### src/rtl/fc_layer_engine.sv
// fc_layer_engine: fully-connected layer engine. Streams two weight/activation
// pairs per cycle from always-read memories, accumulates one neuron at a time
// and emits each neuron as a saturated Q8.8 value with optional ReLU.
`timescale 1ns/1ps

module fc_layer_engine #(
    parameter int N_IN   = 32,
    parameter int N_OUT  = 16,
    parameter int ACT_AW = 5,
    parameter int RELU   = 1
) (
    input  logic              clock,
    input  logic              reset_n,
    input  logic              start,
    output logic              busy,
    output logic [8:0]        w_addr_a,
    output logic [8:0]        w_addr_b,
    input  logic [15:0]       w_q_a,
    input  logic [15:0]       w_q_b,
    output logic [ACT_AW-1:0] act_addr_a,
    output logic [ACT_AW-1:0] act_addr_b,
    input  logic [15:0]       act_q_a,
    input  logic [15:0]       act_q_b,
    output logic              out_valid,
    output logic [7:0]        out_index,
    output logic [15:0]       out_data,
    output logic              done
);

    localparam int P  = N_IN / 2;
    localparam int PW = (P > 1) ? $clog2(P) : 1;

    typedef enum logic [1:0] {
        IDLE  = 2'd0,
        RUN   = 2'd1,
        DRAIN = 2'd2
    } state_t;

    state_t state_reg, state_next;

    // Issue counters and address registers (stage S0)
    logic [PW-1:0]     pair_reg;
    logic [7:0]        neuron_reg;
    logic [8:0]        w_addr_a_reg, w_addr_b_reg;
    logic [ACT_AW-1:0] act_addr_a_reg, act_addr_b_reg;
    logic              last_pair, last_neuron, issue;

    // Stage S1 tags (memory data returning)
    logic       s1_valid_reg, s1_first_reg, s1_last_reg;
    logic [7:0] s1_index_reg;

    // Stage S2 tags (products registered)
    logic       s2_valid_reg, s2_first_reg, s2_last_reg;
    logic [7:0] s2_index_reg;

    // Accumulator and output registers
    logic signed [39:0] acc_reg, acc_next;
    logic signed [32:0] sum_comb;
    logic signed [39:0] sum_ext, shifted;
    logic [15:0]        sat_val, result;
    logic               out_valid_reg, done_reg;
    logic [7:0]         out_index_reg;
    logic [15:0]        out_data_reg;

    logic [1:0][15:0]   w_lane, a_lane;
    logic signed [31:0] prod_a, prod_b;

    assign last_pair   = (pair_reg == PW'(P - 1));
    assign last_neuron = (neuron_reg == 8'(N_OUT - 1));

    // State register
    always_ff @(posedge clock or negedge reset_n) begin
        if (!reset_n) begin
            state_reg <= IDLE;
        end else begin
            state_reg <= state_next;
        end
    end

    // Next-state logic; an address pair is live whenever the FSM sits in RUN
    always_comb begin
        state_next = state_reg;
        issue      = 1'b0;
        case (state_reg)
            IDLE: begin
                if (start) begin
                    state_next = RUN;
                end
            end
            RUN: begin
                issue = 1'b1;
                if (last_pair && last_neuron) begin
                    state_next = DRAIN;
                end
            end
            DRAIN: begin
                // Leave only once the final result is on the outputs
                if (done_reg) begin
                    state_next = IDLE;
                end
            end
            default: state_next = IDLE;
        endcase
    end

    // Address generation: weights are contiguous across neurons, so the weight
    // pair simply steps by two; activations wrap to the start every neuron.
    always_ff @(posedge clock or negedge reset_n) begin
        if (!reset_n) begin
            pair_reg       <= '0;
            neuron_reg     <= '0;
            w_addr_a_reg   <= '0;
            w_addr_b_reg   <= '0;
            act_addr_a_reg <= '0;
            act_addr_b_reg <= '0;
        end else if (state_reg == IDLE && start) begin
            pair_reg       <= '0;
            neuron_reg     <= '0;
            w_addr_a_reg   <= 9'd0;
            w_addr_b_reg   <= 9'd1;
            act_addr_a_reg <= ACT_AW'(0);
            act_addr_b_reg <= ACT_AW'(1);
        end else if (state_reg == RUN && !(last_pair && last_neuron)) begin
            w_addr_a_reg <= w_addr_a_reg + 9'd2;
            w_addr_b_reg <= w_addr_b_reg + 9'd2;
            if (last_pair) begin
                pair_reg       <= '0;
                neuron_reg     <= neuron_reg + 8'd1;
                act_addr_a_reg <= ACT_AW'(0);
                act_addr_b_reg <= ACT_AW'(1);
            end else begin
                pair_reg       <= pair_reg + PW'(1);
                act_addr_a_reg <= act_addr_a_reg + ACT_AW'(2);
                act_addr_b_reg <= act_addr_b_reg + ACT_AW'(2);
            end
        end
    end

    // Tags follow the address pair into the cycle its memory data returns
    always_ff @(posedge clock or negedge reset_n) begin
        if (!reset_n) begin
            s1_valid_reg <= 1'b0;
            s1_first_reg <= 1'b0;
            s1_last_reg  <= 1'b0;
            s1_index_reg <= '0;
        end else begin
            s1_valid_reg <= issue;
            s1_first_reg <= issue && (pair_reg == '0);
            s1_last_reg  <= issue && last_pair;
            s1_index_reg <= neuron_reg;
        end
    end

    assign w_lane = {w_q_b, w_q_a};
    assign a_lane = {act_q_b, act_q_a};

    // One signed multiplier per memory port, product registered in S1
    for (genvar gi = 0; gi < 2; gi++) begin : g_lane
        logic signed [31:0] prod_reg;

        // Register the Q16.16 product of this lane
        always_ff @(posedge clock or negedge reset_n) begin
            if (!reset_n) begin
                prod_reg <= '0;
            end else begin
                prod_reg <= $signed(w_lane[gi]) * $signed(a_lane[gi]);
            end
        end
    end

    assign prod_a = g_lane[0].prod_reg;
    assign prod_b = g_lane[1].prod_reg;

    // Tags move alongside the registered products
    always_ff @(posedge clock or negedge reset_n) begin
        if (!reset_n) begin
            s2_valid_reg <= 1'b0;
            s2_first_reg <= 1'b0;
            s2_last_reg  <= 1'b0;
            s2_index_reg <= '0;
        end else begin
            s2_valid_reg <= s1_valid_reg;
            s2_first_reg <= s1_first_reg;
            s2_last_reg  <= s1_last_reg;
            s2_index_reg <= s1_index_reg;
        end
    end

    // Pair sum, accumulate, and Q8.8 conversion (floor shift, saturate, ReLU)
    always_comb begin
        sum_comb = {prod_a[31], prod_a} + {prod_b[31], prod_b};
        sum_ext  = {{7{sum_comb[32]}}, sum_comb};
        acc_next = s2_first_reg ? sum_ext : (acc_reg + sum_ext);
        shifted  = acc_next >>> 8;
        if (shifted > 40'sd32767) begin
            sat_val = 16'h7FFF;
        end else if (shifted < -40'sd32768) begin
            sat_val = 16'h8000;
        end else begin
            sat_val = shifted[15:0];
        end
        if (RELU != 0 && sat_val[15]) begin
            result = 16'h0000;
        end else begin
            result = sat_val;
        end
    end

    // Accumulator only moves on valid pairs
    always_ff @(posedge clock or negedge reset_n) begin
        if (!reset_n) begin
            acc_reg <= '0;
        end else if (s2_valid_reg) begin
            acc_reg <= acc_next;
        end
    end

    // Output registers: index/data hold between pulses
    always_ff @(posedge clock or negedge reset_n) begin
        if (!reset_n) begin
            out_valid_reg <= 1'b0;
            done_reg      <= 1'b0;
            out_index_reg <= '0;
            out_data_reg  <= '0;
        end else begin
            out_valid_reg <= s2_valid_reg && s2_last_reg;
            done_reg      <= s2_valid_reg && s2_last_reg &&
                             (s2_index_reg == 8'(N_OUT - 1));
            if (s2_valid_reg && s2_last_reg) begin
                out_index_reg <= s2_index_reg;
                out_data_reg  <= result;
            end
        end
    end

    assign busy       = (state_reg != IDLE);
    assign w_addr_a   = w_addr_a_reg;
    assign w_addr_b   = w_addr_b_reg;
    assign act_addr_a = act_addr_a_reg;
    assign act_addr_b = act_addr_b_reg;
    assign out_valid  = out_valid_reg;
    assign out_index  = out_index_reg;
    assign out_data   = out_data_reg;
    assign done       = done_reg;

endmodule

### config.mk
export PLATFORM = sky130hd
export DESIGN_NAME = fc_layer_engine
export DESIGN_NICKNAME = d
export VERILOG_FILES = /design/src/rtl/fc_layer_engine.sv
export SDC_FILE = /design/constraint.sdc
export NUM_CORES = 2
export LEC_CHECK = 0
export CAP_MARGIN = 20
export CORE_MARGIN = 5
export CORE_UTILIZATION = 55
export DETAILED_ROUTE_END_ITERATION = 16
export PLACE_DENSITY = 0.78
export SYNTH_ARGS = -nofsm -noshare
export SYNTH_HDL_FRONTEND = slang
export SYNTH_SLANG_ARGS = --single-unit
### constraint.sdc
create_clock -name clock -period 7.8 [get_ports clock]
set_input_delay 1.56 -clock clock [delete_from_list [all_inputs] [get_ports clock]]
set_output_delay 1.56 -clock clock [all_outputs]
set_load 0.02 [all_outputs]
Yosys cells after proc, flatten, opt, wreduce, memory -nomap -nowiden
Cells that the tools add are included.

Output and inout port bits: 55. Register bits after elaboration: 194. Logic and storage cells: 82. Latch bits: 0. Bits of input ports: 67. Bits in writable memories: 0. Memories kept: 0. ROM bits: 0.

Multiplexer cells: 25. Reductions and logical operators: 15. Order comparisons: 2. Multipliers: 2. $add $sub $neg: 8. Bitwise gates (word level): 0. Equality and inequality tests: 8. Divide/modulo/power cells: 0. Shift-type cells: 0.

Operator list (number): $mul A16 B16 Y32 (2); $add A40 B33 Y40 (1); $mux W40 (1); $mux W9 (4); $add A32 B32 Y33 (1); $gt A32 B16 Y1 const B (1); $lt A32 B16 Y1 const B (1); $mux W16 (2); $mux W5 (6); $mux W8 (3); $add A9 B2 Y9 const B (2); $eq A8 B4 Y1 const B (2); $mux W15 (1); $mux W4 (3); $add A5 B2 Y5 const B (2); $add A8 B1 Y8 const B (1); $logic_and A1 B1 Y1 (7); $mux W2 (3); $pmux W2 S3 (1); $reduce_bool A2 Y1 (3); $add A4 B1 Y4 const B (1); $eq A4 B4 Y1 const B (1); $logic_not A4 Y1 (1); $ne A2 B2 Y1 const B (2); 8 further kinds (8).

Logic depth before layout (Yosys ltp)
Word-level depth: 7. Depth in mapped cells: 25. Mapped depth without buffers: 24.

Worst setup path before layout
Ideal clock, no wire load.

Path kind: input-to-reg. Start point: input port w_q_a[11]. End point: register g_lane[0].prod_reg[31]. Arrival time: 7.523 ns. Stages on the path: 24. Data required time: 7.720 ns. Setup time: 0.080 ns. Path slack: 0.197 ns. Path buffers: 1. Cell sequence: clkbuf_1 > nand2_1 > fa_1 > inv_1 > fa_1 > inv_1 > fa_1 > inv_1 > fa_1 > inv_1 > fa_1 > inv_1 > fa_1 > ha_1 > o21a_1 > o21ai_0 > o21bai_1 > or3_1 > o211a_1 > a211oi_1 > nor3_1 > or3_1 > a21oi_1 > xnor2_1.

Cells in the longest elaborated chain, start to end: 1.

RTL lines: start, declared (RTL line 18) `input logic [15:0] w_q_a,`; $mul A16 B16 Y32 (RTL line 166) `prod_reg <= $signed(w_lane[gi]) * $signed(a_lane[gi]);`; end signal, assigned (RTL line 166); end, declared (RTL line 159) `logic signed [31:0] prod_reg;`.

Every way passes these cells. A chain may end at the register's enable or synchronous reset.

Worst setup path after layout
Start point: input port w_q_a[15]. End point: register g_lane[0].prod_reg[31].

The elaborated chain is that of the path after synthesis.

==> summary.md <==
| Metric | Value |
|---|---|
| Initial Util | `between 50% and 60%` |
| Detailed Routing Iterations Pass 1 | `5` |
| Most frequent cells after synthesis | `inv_1, fa_1, nand2_1` |
| Worst Setup End Kind | `flip-flop` |
| Most frequent cell after synthesis | `inv_1` |
| Die ar. | `61100 um2` |
| Worst slew pin tran | `840 ps` |
| DIE WIDTH | `247 um` |
| Skew-Pair Late Insertion Delay | `roughly 460 ps` |
| Grt total ovfl | `0` |
| WL/cell | `16.3 um` |
| Post-route core utilization | `62.2%` |
| Vias | `23582` |
| FF-to-FF path depth | `19` |
| Hpwl dp | `59500 um` |
| Max H-tree Level | `4` |
| Post-Synth Adder-Cell Area | `a little over two fifths` |
| Layout cells sized above 1 | `approximately 8.7%` |
| Final min period | `7600 ps` |
| R2R setup slack | `1400 ps` |
| Max reg flops | `between 60 and 70` |
| Share of the synthesized area in the top cell type | `34.0%` |
| Placed insts | `4301` |
| Post-Syn Instances | `3341` |
| Area growth, synth to finish | `12.7%` |
| Final Slew Violations | `0` |
| Startpoint type of the worst setup path | `input pin` |
| Layout Skew | `14.5 ps` |
| Initial antenna violation count | `0` |
| Fillers | `4581` |
| Tightest Hold Check Type | `flip-flop to flip-flop` |
| DR DRC count | `0` |
| CTS Root Buffer Type | `clkbuf_16` |
| TritonCTS clock tree | `done` |
| Syn Area/Cell | `9.26 um2` |
| Antenna viol nets, final | `0` |
| Worst R2R End | `out_data[4]$_DFFE_PN0P_` |
| Final setup viols | `0` |
| Cell taking the most area after synthesis | `fa_1` |
| Fmax | `132 MHz` |
| Critical-path maximum fanout | `4` |
| Vias in the first global route | `24506` |
| Arrival @ worst endpoint | `between 7000 and 8000 ps` |
| Normalized max-slew margin | `44.0%` |
| Main combinational cell family by area after synthesis | `adder cells` |
| Worst hold endpoint | `s2_valid_reg$_DFF_PN0_` |
| Total GRT Usage | `between 20% and 30%` |
| CORE AREA | `56100 um2` |
| CTS sink cnt | `191` |
| Top FF cell, synth | `dfrtp_1` |
| Routed WL | `between 70000 and 80000 um` |
| Synth cell types | `103` |
| Post-synth EDFFs | `0` |
| GP Congestion | `a little over 0.9` |
| Iter 0 DRT Violations | `between 1500 and 2000` |
| Largest cells by area after synthesis | `fa_1, dfrtp_1, ha_1` |
| Outcome | `finished, final reports clean` |
| Complex-gate fraction of the synthesized area | `10.1%` |
| Max Root-Sink Buffers | `2` |
| DR vias/cell | `5.44` |
| Io pins | `122` |
| Cell row count | `87` |
| Fin nets | `4402` |
| CP Class | `input pin to flip-flop` |
| FFs w/ async S/R, synth | `100%` |
| Warnings, synthesis | `0` |
| Register area share after synthesis | `15.4%` |
| Post-Synth Simple-Gate Area | `16.6%` |
| Final Hold Fails | `0` |
| Synth Cell Area | `30900 um2` |
| First-pass GRT wire length | `119000 um` |
| Hold Path Depth | `0` |
| Tcrit/Tclk final | `~97%` |
| Min-delay src | `s1_valid_reg$_DFF_PN0_` |
| Reg2reg start | `g_lane[0].prod_reg[0]$_DFF_PN0_` |
| Register bit count reported by yosys | `191` |
| Largest net degree at the start of global routing | `100` |
| Clock slew at reported path FFs | `80 ps` |
| Synth Area in XOR/XNOR | `4.05%` |
| Die Y | `247 um` |
| Non-Filler Instances | `4335` |
| Worst EP required | `8180 ps` |
| Max Cap Violations | `0` |
| Mux cell area share after synthesis | `less than 1%` |
| Port Buf Inserts | `118` |
| # diodes | `0` |
| CTS buffer count | `17` |
[area by class of cell]
cell class | count | area [um2] | area share [%]
Sequential cell | 191 | 4780 | 13.7
Multi-Input combinational cell | 2433 | 23500 | 67.4
Tap cell | 756 | 946 | 2.71
Clock buffer | 17 | 425 | 1.22
Timing Repair Buffer | 319 | 2760 | 7.90
Inverter | 604 | 2270 | 6.50
Clock inverter | 15 | 200 | 0.574
[cell usage in the layout (no fill, tap or decap), drive strengths merged, types with 8 or more instances in the layout]
cell type        n
clkdlybuf4s50   96
and3            13
dlymetal6s2s    20
a311oi          18
xnor2           88
xor2            55
o21bai          16
a21oi          123
inv            611
clkbuf          19
ha             243
and4             8
nand2          386
a211o            9
o211ai          18
fa             526
nor2           183
nor3            28
nand4           29
nand2b          53
and2           233
a31oi           27
mux2             8
nor2b           17
a21o            44
or3             11
mux2i           20
o21ai           80
o21a            23
dfrtp          191
nand3           33
a211oi          23
or2             11
o31a            10
a2111oi          8
buf            200
[critical path: stages]
cell and delay [ps]:
clkdlybuf4s50_1 590, nand2_1 140, fa_1 530, inv_1 50, fa_1 470, inv_1 50
fa_1 500, inv_1 50, fa_1 500, inv_1 70, fa_1 530, inv_1 60
fa_1 470, ha_1 320, o21a_1 210, o21ai_1 160, o21bai_1 110, or3_1 310
o211a_1 270, a211oi_2 270, nor3_2 90, or3_1 350, a21oi_1 180, xnor2_1 140
[how the worst max path moves through the flow]
stage,cells past startpoint,endpoint,slack [ps],from
4_1_cts,22,g_lane[0].prod_reg[31]$_DFF_PN0_,0.1,w_q_a[9]
6_report,24,g_lane[0].prod_reg[31]$_DFF_PN0_,200,w_q_a[15]
3_3_place_gp,21,g_lane[0].prod_reg[31]$_DFF_PN0_,-430,act_q_a[15]
3_5_place_dp,22,g_lane[0].prod_reg[31]$_DFF_PN0_,-480,w_q_a[8]
5_1_grt,21,g_lane[0].prod_reg[31]$_DFF_PN0_,-30,w_q_a[2]
2_1_floorplan,24,g_lane[0].prod_reg[31]$_DFF_PN0_,200,w_q_a[11]
[cells by family (layout without fill, tap and decap cells)]
kind of cell             Yosys count  count (layout)
other                              1               3
XOR/XNOR                         143             143
buffers and inverters            719             955
AO/OA/AOI/OAI                    453             453
flip-flops                       191             191
AND/OR/NAND/NOR                 1037            1037
adder cells (fa/ha/maj)          769             769
multiplexers                      28              28
[per-layer routing]
metal | track usage [%] | wire (um) | vias to the layer above
met4 | 7.58 | 2320 | 0
met2 | 41.7 | 35900 | 646
met1 | 31.5 | 29300 | 11810
met5 | 0 | 0 | -
met3 | 2.63 | 3320 | 151
li1 | - | - | 10975
[per-stage QoR]
step,area (um2),hold slack (ps),setup slack [ps],setup TNS (ps)
after floorplan,30900,331,197,0
after detailed placement,34100,336,-480,-2940
after global placement,34100,333,-428,-1980
after CTS,34700,354,0.102,0
after global routing,34900,358,-26.1,-45.8
final,34900,352,203,0
[what timing repair did]
| action | in CTS | in global routing |
|---|---|---|
| setup endpoints to repair | 1 | 8 |
| endpoints found under the hold margin | 0 | 0 |
| gates resized for setup | 1 | 42 |
| pin swaps | 0 | 5 |
| setup buffers | 0 | 1 |
| hold buffers | 0 | 0 |
Power is left out: the tool's default activity adds up to more than one toggle a clock period on the data nets, which glitch-free logic cannot reach.
